`src/rtl/reverser_pkg.sv`:
```
// Shared constants and types for the BCD reverser.
package reverser_pkg;

  typedef enum logic {
    MODE_A = 1'b0,
    MODE_B = 1'b1
  } mode_e;

  localparam logic [3:0] BCD_MAX_DIGIT   = 4'd9;
  localparam logic [3:0] MODE_B_MAX_TENS = 4'd5;
  localparam logic [3:0] MODE_B_MAX_ONES = 4'd9;
  localparam logic [7:0] ERR_OUT_VALUE   = 8'h00;

endpackage

```
`src/rtl/reverser_if.sv`:
```
// Data/flag bundle between the reverser and its driver.
interface reverser_if;
  logic [7:0] RevIn;
  logic       ModeSel;
  logic [7:0] RevOut;
  logic       Err;

  modport master (output RevIn, output ModeSel, input RevOut, input Err);
  modport slave  (input RevIn, input ModeSel, output RevOut, output Err);
endinterface

```
`src/rtl/reverser_bcd_digit_complement.sv`:
```
// Single BCD digit complement against a limit, with an out-of-range flag.
module bcd_digit_complement (
  input  logic [3:0] digit,
  input  logic [3:0] limit,
  output logic [3:0] diff,
  output logic       over
);

  always_comb begin
    over = (digit > limit);
    diff = limit - digit;
  end

endmodule

```
`src/rtl/reverser.sv`:
```
// Two-digit BCD pass-through (mode A) or 59-complement (mode B), one-cycle latency.
module reverser
  import reverser_pkg::*;
(
  input  logic        Clk,
  input  logic        Rst,
  reverser_if.slave   bus
);

  logic [3:0] tens_in, ones_in;
  logic [3:0] tens_cmp, ones_cmp;
  logic       tens_over_b, ones_over;
  logic       in_valid;
  mode_e      mode;

  logic [7:0] rev_out_d, rev_out_q;
  logic       err_d, err_q;

  assign tens_in = bus.RevIn[7:4];
  assign ones_in = bus.RevIn[3:0];
  assign mode    = mode_e'(bus.ModeSel);

  bcd_digit_complement u_tens (
    .digit (tens_in),
    .limit (MODE_B_MAX_TENS),
    .diff  (tens_cmp),
    .over  (tens_over_b)
  );

  bcd_digit_complement u_ones (
    .digit (ones_in),
    .limit (MODE_B_MAX_ONES),
    .diff  (ones_cmp),
    .over  (ones_over)
  );

  always_comb begin
    in_valid  = 1'b0;
    rev_out_d = ERR_OUT_VALUE;
    err_d     = 1'b1;
    case (mode)
      MODE_A: begin
        // Ones limit matches BCD_MAX_DIGIT, so the ones flag serves both modes.
        in_valid = (tens_in <= BCD_MAX_DIGIT) && !ones_over;
        if (in_valid) rev_out_d = {tens_in, ones_in};
      end
      MODE_B: begin
        in_valid = !tens_over_b && !ones_over;
        if (in_valid) rev_out_d = {tens_cmp, ones_cmp};
      end
      default: ;
    endcase
    if (in_valid) err_d = 1'b0;
  end

  always_ff @(posedge Clk or posedge Rst) begin
    if (Rst) begin
      rev_out_q <= '0;
      err_q     <= 1'b0;
    end else begin
      rev_out_q <= rev_out_d;
      err_q     <= err_d;
    end
  end

  assign bus.RevOut = rev_out_q;
  assign bus.Err    = err_q;

endmodule

```
`src/flat_wrapper.sv`:
```
// flat-port wrapper written by rule: the top's interface ports become plain ports
module reverser_flat import reverser_pkg::*;
  (Clk, Rst, bus_RevIn, bus_ModeSel, bus_RevOut, bus_Err);
  reverser_if bus_i ();
  input  logic Clk;
  input  logic Rst;
  input wire logic [$bits(bus_i.RevIn)-1:0] bus_RevIn;
  input wire logic [$bits(bus_i.ModeSel)-1:0] bus_ModeSel;
  output wire logic [$bits(bus_i.RevOut)-1:0] bus_RevOut;
  output wire logic [$bits(bus_i.Err)-1:0] bus_Err;
  assign bus_i.RevIn = bus_RevIn;
  assign bus_i.ModeSel = bus_ModeSel;
  assign bus_RevOut = bus_i.RevOut;
  assign bus_Err = bus_i.Err;
  reverser u_core (.Clk(Clk), .Rst(Rst), .bus(bus_i));
endmodule
```
`config.mk`:
```
export PLATFORM = sky130hd
export DESIGN_NAME = reverser_flat
export DESIGN_NICKNAME = d
export VERILOG_FILES = /design/src/rtl/reverser_pkg.sv /design/src/rtl/reverser_if.sv /design/src/rtl/reverser_bcd_digit_complement.sv /design/src/rtl/reverser.sv /design/src/flat_wrapper.sv
export SDC_FILE = /design/constraint.sdc
export NUM_CORES = 1
export LEC_CHECK = 0
export ABC_AREA = 1
export BUFFER_PORTS_ARGS = -buffer_cell sky130_fd_sc_hd__buf_2
export CORE_AREA = 2 2 39 41
export DETAILED_ROUTE_END_ITERATION = 10
export DIE_AREA = 0 0 41 43
export PLACE_DENSITY = 0.6
export SYNTH_ARGS = -nofsm -noshare
export SYNTH_HDL_FRONTEND = slang
export SYNTH_SLANG_ARGS = --single-unit
```
`constraint.sdc`:
```
create_clock -name Clk -period 1.01 [get_ports Clk]
set_input_delay 0.0505 -clock Clk [delete_from_list [all_inputs] [get_ports Clk]]
set_output_delay 0.0505 -clock Clk [all_outputs]
set_load 0.05 [all_outputs]
```
== Word-level counts from Yosys, hierarchy flattened ==
Cells that the tools add are included.

* Input bits: 11
* Flip-flop bits (word level): 9

* Add/sub/neg operators: 2
* Reduce and logical (&&, ||, !) cells: 4
* Mux-type cells: 5
* Bitwise operators: 1
* $lt $le $gt $ge: 3

{| class="wikitable"
|+ Operator list
! operator !! count
|-
| $mux W8 || 2
|-
| $pmux W8 S2 || 1
|-
| $gt A4 B3 Y1 const B || 1
|-
| $gt A4 B4 Y1 const B || 1
|-
| $le A4 B4 Y1 const B || 1
|-
| $sub A3 B4 Y4 const A || 1
|-
| $sub A4 B4 Y4 const A || 1
|-
| $logic_and A1 B1 Y1 || 2
|-
| $logic_not A1 Y1 || 2
|-
| $pmux W1 S2 || 1
|-
| $mux W1 || 1
|-
| $not A1 Y1 || 1
|}

== Longest topological paths before layout ==
Gate-level depths: netlist of the first run.

* Depth in word-level cells: 5
* Gate-level depth with buffers: 5

== Hierarchy ==
Synthesis of the first run repeated with hierarchy kept, for this count alone.

* Cells, all modules: 103
* Area, all modules: 744.5 µm²

{| class="wikitable"
|+ Modules (own cells, without submodules)
! module !! area each (µm²) !! seq. area each (µm²) !! cells each !! times used
|-
| reverser || 436.7 || 225.2 || 54 || 1
|-
| bcd_digit_complement at u_core.u_tens || 163.9 || 0.0 || 27 || 1
|-
| bcd_digit_complement at u_core.u_ones || 143.9 || 0.0 || 22 || 1
|}

== Worst setup path after synthesis of the first run ==
Ideal clock, no wire load.

* Path kind: flip-flop to output port
* From: register u_core.err_q (netlist: u_core.bus.Err)
* To: output bus_Err
* Arrival: 586 ps
* Slack: 374 ps
* Stages on the path, launching flop included: 1
* Required time: 959 ps
* Path through: dfrtp_1

{| class="wikitable"
|+ RTL lines
! item !! RTL line !! RTL
|-
| from (decl) || reverser.sv:17 || <nowiki>logic err_d, err_q;</nowiki>
|-
| from (signal assigned) || reverser.sv:62 || <nowiki>err_q <= err_d;</nowiki>
|-
| to (decl) || flat_wrapper.sv:10 || <nowiki>output wire logic [$bits(bus_i.Err)-1:0] bus_Err;</nowiki>
|}

No word-level cell between the ends.

== Final worst setup path of the first run ==
* From: register u_core.err_q (netlist: u_core.bus.Err)
* To: output bus_Err

No word-level cell between the ends.

==> results.py, run 1 <==
metrics = {
    "clock_network": {
        "htreeDepth": 1,
        "cts_tree": "done",
        "clock_sinks": 9,
        "cts_setup_buffers": 0,
        "cts_buffers": 3,
        "cts.path.max_buffers": 2,
        "cts.clk_slew.worst_paths_ps": 60,
        "cts_root_buffer": "clkbuf_4",
    },
    "die": {
        "initial_core_util_pct": 35.8,
        "core_area_um2": 1380,
        "die_h_um": 43,
        "rows": 14,
        "dieWidth_um": 41,
        "die-area_um2": 1760,
        "ioPinCount": 20,
    },
    "yosys": {
        "synth_top_area_share_pct": 45.5,
        "syn_inst": 55,
        "ys_seq_elements": 9,
        "synth_edf_count": 0,
        "synth_ff_type": "dfrtp_1",
        "avgSynthCellArea_um2": 9.01,
        "syn_nets": 68,
        "ys_warn_count": 0,
        "yosys.cell_types.count": 14,
        "yosysSeqAreaShare_pct": 45.5,
        "yosys-top-cells-area": "dfrtp_1, nand4_1, nand2_1",
        "synth_common_cells": "nand2_1, nand4_1, dfrtp_1, inv_1, nand3_1",
        "synth_area_um2": 495,
        "yosys.area.top_type": "dfrtp_1",
        "synthArstFlopShare_pct": 100,
    },
    "setup_path": {
        "arrival_ps": 830,
        "crit_required_ps": 960,
        "crit_slowest_cell": "dfrtp_1",
        "startpoint_type": "flip-flop",
        "path_delay_family": "flip-flops",
        "path_max_fanout": 1,
        "path_class": "flip-flop to output pin",
        "endpoint_kind": "output pin",
        "crit_chain": "buf_2",
        "slowest_delay_ps": 330,
        "cp_num_buf_inv": 1,
    },
    "route": {
        "dr.pass1.iters": 4,
        "vias": 456,
        "met3_length_um": 52,
        "dr_wl_met2_um": 504,
        "final_antenna_net_count": 0,
        "routed_wl_um": 956,
        "drtIter0Drc": 4,
        "via_per_inst": 4.75,
        "top_layer_used": "met4",
        "post_drt_wl_per_cell_um": 9.96,
        "route.detailed.drc": 0,
        "wl_met1_um": 380,
    },
    "global_route": {
        "gr-total-overflow": 0,
        "track_usage_pct": 14.0,
        "grt_antenna_before_repair": 0,
        "grt_max_degree": 10,
        "grt_first_pass_wirelength_mm": 1.59,
        "grt_pass1_vias": 373,
    },
    "sta": {
        "hold_violations": 0,
        "max_slew_margin_pct": 78.9,
        "finalMaxSlewViolations": 0,
        "fmax_mhz": 1130,
        "rsz0062_at_grt": "false",
        "fin_crit_sh_pct": 87.6,
        "setup_violations": 0,
        "finalSetupTns_ps": 0,
        "period_needed_ps": 885,
        "tightest_slew_ps": 317,
    },
    "min_path": {
        "hold_end": "u_core.bus.RevOut[0]$_DFF_PP0_",
        "min_from": "bus_RevIn[0]",
        "holdCritPathClass": "input port to flip-flop",
        "hold_path_depth": 3,
    },
    "power": {
        "max-vdd-ir-drop_uv": 457,
        "p_leak_nw": 0.380,
        "pwr_density_cell_nw_per_um2": 1380,
    },
    "layout": {
        "drive_above_1_share_pct": 35.0,
        "antennaDiodeCount": 0,
        "nNetsFinal": 94,
        "final_util_pct": 47.0,
        "finalNonFillerCells": 96,
        "area_delta_synth_final_pct": 31.3,
        "fill_cells": 142,
        "fin_area_um2": 651,
    },
    "place": {
        "gp_congestion": 0.789,
        "hpwl_um": 759,
        "postPlaceCellArea_um2": 614,
        "numPortBuffers": 19,
        "dp_cells": 91,
    },
    "job": {
        "max_cap_viol_count": 0,
    },
    "status": {
        "status": "completed",
    },
}
cell type report:
cell class	count	area [um2]	area share [%]
sequential	9	225	34.6
multi-input combinational	36	225	34.6
timing repair buffer	22	120	18.5
inverter	9	33.8	5.19
clock buffer	4	26.3	4.04
tap	16	20.0	3.08
worst min-delay path, delay by kind of cell:
kind	cells	cell delay, ps
buffers and inverters	1	110
AND/OR/NAND/NOR	2	120
through the flow:
| step | setup slack (ps) | total power [W] | hold WS (ps) |
|---|---|---|---|
| global placement | 133 | 0.000636 | 12.9 |
| CTS | 100 | 0.000913 | 56.2 |
| global route | 83.5 | 0.000947 | 70.3 |
| detailed placement | 126 | 0.000639 | 15.8 |
| finish | 125 | 0.000896 | 64.3 |
| floorplan | 374 | 0.000558 | -122 |
flip-flops by register name, summed over array words and instances, names as in the netlist:
signal and cells:
u_core.bus.RevOut 8, u_core.bus.Err 1
layer usage:
| layer | GRT usage, % | up-vias |
|---|---|---|
| met1 | 17.3 | 197 |
| met4 | 14.0 | 0 |
| met2 | 19.4 | 17 |
| li1 | - | 240 |
| met5 | 0 | - |
| met3 | 1.57 | 2 |
cell families after synthesis:
group                    after synthesis  synth area share, %
AND/OR/NAND/NOR                       29                 29.3
buffers and inverters                 10                 9.09
flip-flops                             9                 45.5
AO/OA/AOI/OAI                          4                 9.34
adder cells (fa/ha/maj)                2                 5.05
XOR/XNOR                               1                 1.77
layout by cell type, fill, tap and decap left out:
master         instances
clkbuf_4               3
a21oi_1                1
and2_1                 1
inv_2                  1
nand3_1                7
inv_1                  8
dfrtp_1                9
buf_2                 19
nand2_1               10
clkbuf_1               1
ha_1                   2
nor2_1                 1
o21ai_4                2
dlygate4sd3_1          1
xor2_1                 1
buf_4                  2
a21oi_2                1
nand4_1               10
power by group:
| part | internal [W] | switching (W) | total, W |
|---|---|---|---|
| clock network | 0.000151 | 0.000112 | 0.000264 |
| registers | 0.000384 | 0.00000529 | 0.000389 |
| logic | 0.0000680 | 0.000175 | 0.000243 |
worst max-delay path by stage:
stage                                        start                       end  slack (ps)  cells after the start
after floorplan           u_core.bus.Err$_DFF_PP0_                   bus_Err         370                      0
after global placement                bus_RevIn[7]  u_core.bus.Err$_DFF_PP0_         130                      6
after detailed placement              bus_RevIn[7]  u_core.bus.Err$_DFF_PP0_         130                      6
after CTS                 u_core.bus.Err$_DFF_PP0_                   bus_Err         100                      1
after global routing      u_core.bus.Err$_DFF_PP0_                   bus_Err          80                      1
final                     u_core.bus.Err$_DFF_PP0_                   bus_Err         130                      1
what timing repair did:
action | 4_1_cts | 5_1_grt
endpoints found under the hold margin | 9 | 0
resized for setup | 0 | 0
hold buffers | 1 | 0
Power figures use the tool's default switching activity.
==> run 2: changes to the inputs <==
==> constraint.sdc (replaced) <==
create_clock -name Clk -period 1.01 [get_ports Clk]
set_input_delay 0.202 -clock Clk [delete_from_list [all_inputs] [get_ports Clk]]
set_output_delay 0.202 -clock Clk [all_outputs]
set_load 0.05 [all_outputs]
==> run 2 against run 1 <==
Global-route usage increased by 0.51 points. Wire length increased by 7.4%. Hold slack improved by 150 ps. Worst setup slack worse by 110 ps. Utilization up 5.4 points. Critical path type unchanged. Sequential share of layout area is 3.6 points lower. Cell area increased by 12%. Flip-flop and latch count did not move.
==> results.py, run 2 (synthesis results as in run 1) <==
metrics = {
    "sta": {
        "rsz0062_at_grt": "true",
        "hold_violations": 0,
        "setup_violations": 0,
        "period_needed_ps": 991,
        "finalMaxSlewViolations": 0,
        "fin_crit_sh_pct": 98.2,
        "tightest_slew_ps": 319,
        "fmax_mhz": 1010,
        "max_slew_margin_pct": 78.7,
    },
    "clock_network": {
        "clock_sinks": 9,
        "htreeDepth": 1,
        "cts.clk_slew.worst_paths_ps": 60,
        "cts_buffers": 3,
        "cts.path.max_buffers": 2,
        "cts_setup_buffers": 0,
        "cts_tree": "done",
        "cts_root_buffer": "clkbuf_4",
    },
    "route": {
        "dr.pass1.iters": 3,
        "post_drt_wl_per_cell_um": 10.4,
        "via_per_inst": 4.78,
        "final_antenna_net_count": 0,
        "drtIter0Drc": 8,
        "routed_wl_mm": 1.03,
        "route.detailed.drc": 0,
        "vias": 473,
    },
    "die": {
        "die_h_um": 43,
        "rows": 14,
        "ioPinCount": 20,
        "core_area_um2": 1380,
        "initial_core_util_pct": 35.8,
        "dieWidth_um": 41,
        "die-area_um2": 1760,
    },
    "place": {
        "dp_cells": 94,
        "hpwl_um": 810,
        "gp_congestion": 0.798,
        "numPortBuffers": 19,
        "postPlaceCellArea_um2": 637,
    },
    "layout": {
        "largest_reg_flops": 8,
        "antennaDiodeCount": 0,
        "area_delta_synth_final_pct": 46.5,
        "fin_area_um2": 726,
        "drive_above_1_share_pct": 37.3,
        "finalNonFillerCells": 99,
        "mostFrequentLayoutCells": "nand4_1, nand2_1, buf_2",
        "nNetsFinal": 97,
    },
    "setup_path": {
        "crit_required_ps": 810,
        "slowest_delay_ps": 360,
        "path_max_fanout": 1,
        "arrival_ps": 790,
        "crit_slowest_cell": "dfrtp_1",
        "startpoint_type": "flip-flop",
        "crit_chain": "buf_4",
        "cp_num_buf_inv": 1,
        "path_class": "flip-flop to output pin",
        "path_delay_family": "flip-flops",
        "endpoint_kind": "output pin",
    },
    "power": {
        "max-vdd-ir-drop_uv": 436,
        "finalPower_w": 0.000942,
        "p_leak_nw": 0.404,
        "pwr_density_cell_nw_per_um2": 1300,
    },
    "global_route": {
        "grt_pass1_vias": 432,
        "grt_use_met2_pct": 20.3,
        "grt_first_pass_wirelength_mm": 1.75,
        "grt-busiest-layer": "met2",
        "grt_use_met3_pct": 2.09,
        "track_usage_pct": 14.5,
        "use_met1_pct": 18.5,
        "grt_antenna_before_repair": 0,
        "grt_max_degree": 10,
        "gr-total-overflow": 0,
    },
    "status": {
        "status": "completed",
    },
    "min_path": {
        "holdCritPathClass": "input port to flip-flop",
    },
    "job": {
        "max_cap_viol_count": 0,
    },
}
[run 2: path summary, 6_finish.rpt]
kind	start	to	slack [ps]	cells after the start
max	u_core.bus.RevOut[2]$_DFF_PP0_	bus_RevOut[2]	20	1
min	bus_RevIn[0]	u_core.bus.RevOut[0]$_DFF_PP0_	220	3
max in group asynchronous	Rst	u_core.bus.RevOut[2]$_DFF_PP0_	330	3
min in group asynchronous	Rst	u_core.bus.RevOut[4]$_DFF_PP0_	440	3
[run 2: metrics by stage]
step	hold WS (ps)	setup slack (ps)	utilization, %	TNS (ps)
after floorplan	29.9	222	-	0
after global placement	164	34.5	46.0	0
after detailed placement	171	19.9	46.0	0
after CTS	206	0.226	51.1	0
after global routing	222	-12.8	52.4	-23.9
final	217	18.5	52.4	0
[run 2: repair_timing]
item | 4_1_cts | 5_1_grt
endpoints found under the hold margin | 9 | 0
hold buffers | 1 | 0
resized for setup | 12 | 5
setup endpoints to repair | 9 | 7
[run 2: layout make-up]
class,instances,area (um2)
inverters,9,33.8
multi-input cells,36,225
flip-flops and latches,9,225
fillers,140,658
clock buffers,4,26.3
repair buffers,25,195
well taps,16,20.0
[run 2: per-layer routing]
metal,vias up,part of all wire (%),routed length (um)
li1,245,-,-
met1,215,44,453
met2,11,50,516
met3,2,3.6,37
met4,0,1.9,19
met5,-,0,0
[run 2: report_power, final]
part	switching, W	internal (W)	total (W)
logic	0.000179	0.000104	0.000283
registers	0.00000939	0.000384	0.000393
clock network	0.000114	0.000152	0.000266
==> run 3: changes to the inputs <==
--- a/config.mk
+++ b/config.mk
@@ -8,6 +8,7 @@
 export ABC_AREA = 1
 export BUFFER_PORTS_ARGS = -buffer_cell sky130_fd_sc_hd__buf_2
 export CORE_AREA = 2 2 39 41
+export CTS_BUF_LIST = sky130_fd_sc_hd__clkbuf_16
 export DETAILED_ROUTE_END_ITERATION = 10
 export DIE_AREA = 0 0 41 43
 export PLACE_DENSITY = 0.6
==> run 3 against run 2 <==
Cell area up 2.8%. First-iteration DRC count down 13%. Die area unchanged. Worst setup slack better by 1.0 ps. Clock power rose to 2.5 times the previous value. Critical path depth unchanged. Power up 41%. Wire length up 0.68%. Non-clock buffer count unchanged. Sequential share of layout area down 0.83 points.
==> results.py, run 3 (synthesis results as in run 1) <==
metrics = {
    "sta": {
        "fmax_mhz": 1010,
        "finalMaxSlewViolations": 0,
        "tightest_slew_ps": 317,
        "hold_violations": 0,
        "rsz0062_at_grt": "false",
        "finalSetupTns_ps": 0,
        "fin_crit_sh_pct": 98.1,
        "max_slew_margin_pct": 78.8,
        "layout_setup_ws_ps": 19.6,
        "period_needed_ps": 990,
        "setup_violations": 0,
    },
    "setup_path": {
        "startpoint_type": "flip-flop",
        "crit_required_ps": 810,
        "crit_chain": "buf_2",
        "path_class": "flip-flop to output pin",
        "crit_slowest_cell": "dfrtp_1",
        "cp_num_buf_inv": 1,
        "arrival_ps": 790,
        "path_delay_family": "flip-flops",
        "slowest_delay_ps": 310,
        "path_max_fanout": 1,
        "endpoint_kind": "output pin",
    },
    "clock_network": {
        "htreeDepth": 1,
        "cts.path.max_buffers": 2,
        "cts_buffers": 3,
        "cts_root_buffer": "clkbuf_16",
        "cts_setup_buffers": 0,
        "cts_tree": "done",
        "clock_sinks": 9,
        "cts.clk_slew.worst_paths_ps": 40,
    },
    "place": {
        "numPortBuffers": 19,
        "gp_congestion": 0.798,
        "hpwl_um": 810,
        "pre_cts_slack_ps": 19.9,
    },
    "global_route": {
        "grt_pass1_vias": 426,
        "gr-total-overflow": 0,
        "grt_first_pass_wirelength_mm": 1.73,
        "grt_max_degree": 10,
        "track_usage_pct": 14.6,
        "grt_antenna_before_repair": 0,
    },
    "die": {
        "dieWidth_um": 41,
        "initial_core_util_pct": 35.8,
        "ioPinCount": 20,
        "die_h_um": 43,
        "die-area_um2": 1760,
        "core_area_um2": 1380,
        "rows": 14,
    },
    "route": {
        "vias": 471,
        "final_antenna_net_count": 0,
        "drtIter0Drc": 7,
        "post_drt_wl_per_cell_um": 10.4,
        "via_per_inst": 4.76,
        "dr.pass1.iters": 3,
        "routed_wl_mm": 1.03,
        "route.detailed.drc": 0,
    },
    "job": {
        "max_cap_viol_count": 0,
    },
    "status": {
        "status": "completed",
    },
    "layout": {
        "area_delta_synth_final_pct": 50.5,
        "layout_commonest_cell": "buf_2",
        "drive_above_1_share_pct": 37.3,
        "nNetsFinal": 97,
        "antennaDiodeCount": 0,
        "final_util_pct": 53.9,
        "largest_reg_flops": 8,
        "mostFrequentLayoutCells": "buf_2, nand4_1, nand2_1",
        "fill_cells": 137,
    },
    "min_path": {
        "holdCritPathClass": "input port to flip-flop",
    },
    "power": {
        "p_leak_nw": 0.423,
        "max-vdd-ir-drop_uv": 586,
        "pwr_density_cell_nw_per_um2": 1780,
    },
}
-- run 3: cell count changes in the layout (fill, tap and decap cells not counted), sizes merged --
cell,delta
buf,-4
clkbuf,+3
inv,+1
-- run 3: power by group --
group          internal [W]  switching (W)
registers          0.000385     0.00000531
clock network      0.000515       0.000153
logic             0.0000878       0.000179
-- run 3: area by class of cell --
cell class / count / area (um2) / area share (%)
sequential: 9 / 225 / 30.2
multi-input combinational: 36 / 225 / 30.2
timing repair buffer: 25 / 163 / 21.8
clock buffer: 3 / 75.1 / 10.1
inverter: 9 / 33.8 / 4.53
tap: 16 / 20.0 / 2.68
clock inverter: 1 / 3.75 / 0.503
-- run 3: path summary, 6_finish.rpt --
check / endpoint / slack, ps / start / depth (start not counted)
worst max-delay path: bus_RevOut[2] / 20 / u_core.bus.RevOut[2]$_DFF_PP0_ / 1
worst min-delay path: u_core.bus.RevOut[0]$_DFF_PP0_ / 250 / bus_RevIn[0] / 3
max in group asynchronous: u_core.bus.Err$_DFF_PP0_ / 300 / Rst / 3
min in group asynchronous: u_core.bus.RevOut[6]$_DFF_PP0_ / 470 / Rst / 3
-- run 3: per-stage QoR --
step | instances | hold slack (ps) | total power (W) | instance area (um2)
floorplan | 55 | 29.9 | 0.000558 | 495
global placement | 94 | 164 | 0.000646 | 637
detailed placement | 94 | 171 | 0.000649 | 637
CTS | 99 | 246 | 0.00133 | 728
global route | 99 | 260 | 0.00139 | 746
finish | 99 | 247 | 0.00133 | 746
-- run 3: per-layer routing --
layer  vias up  share of wire (%)  routed length (um)  track usage [%]
met4         0                2.6                  27             14.0
met1       213                 45                 465             18.2
met2        11                 48                 499             20.0
met3         2                4.1                  42             2.09
met5         -                  0                   0                0
li1        245                  -                   -                -
-- run 3: timing repair --
item,4_1_cts,5_1_grt
endpoints found under the hold margin,9,0
endpoints found under the setup margin,1,7
hold buffers,1,0
resized for setup,1,10
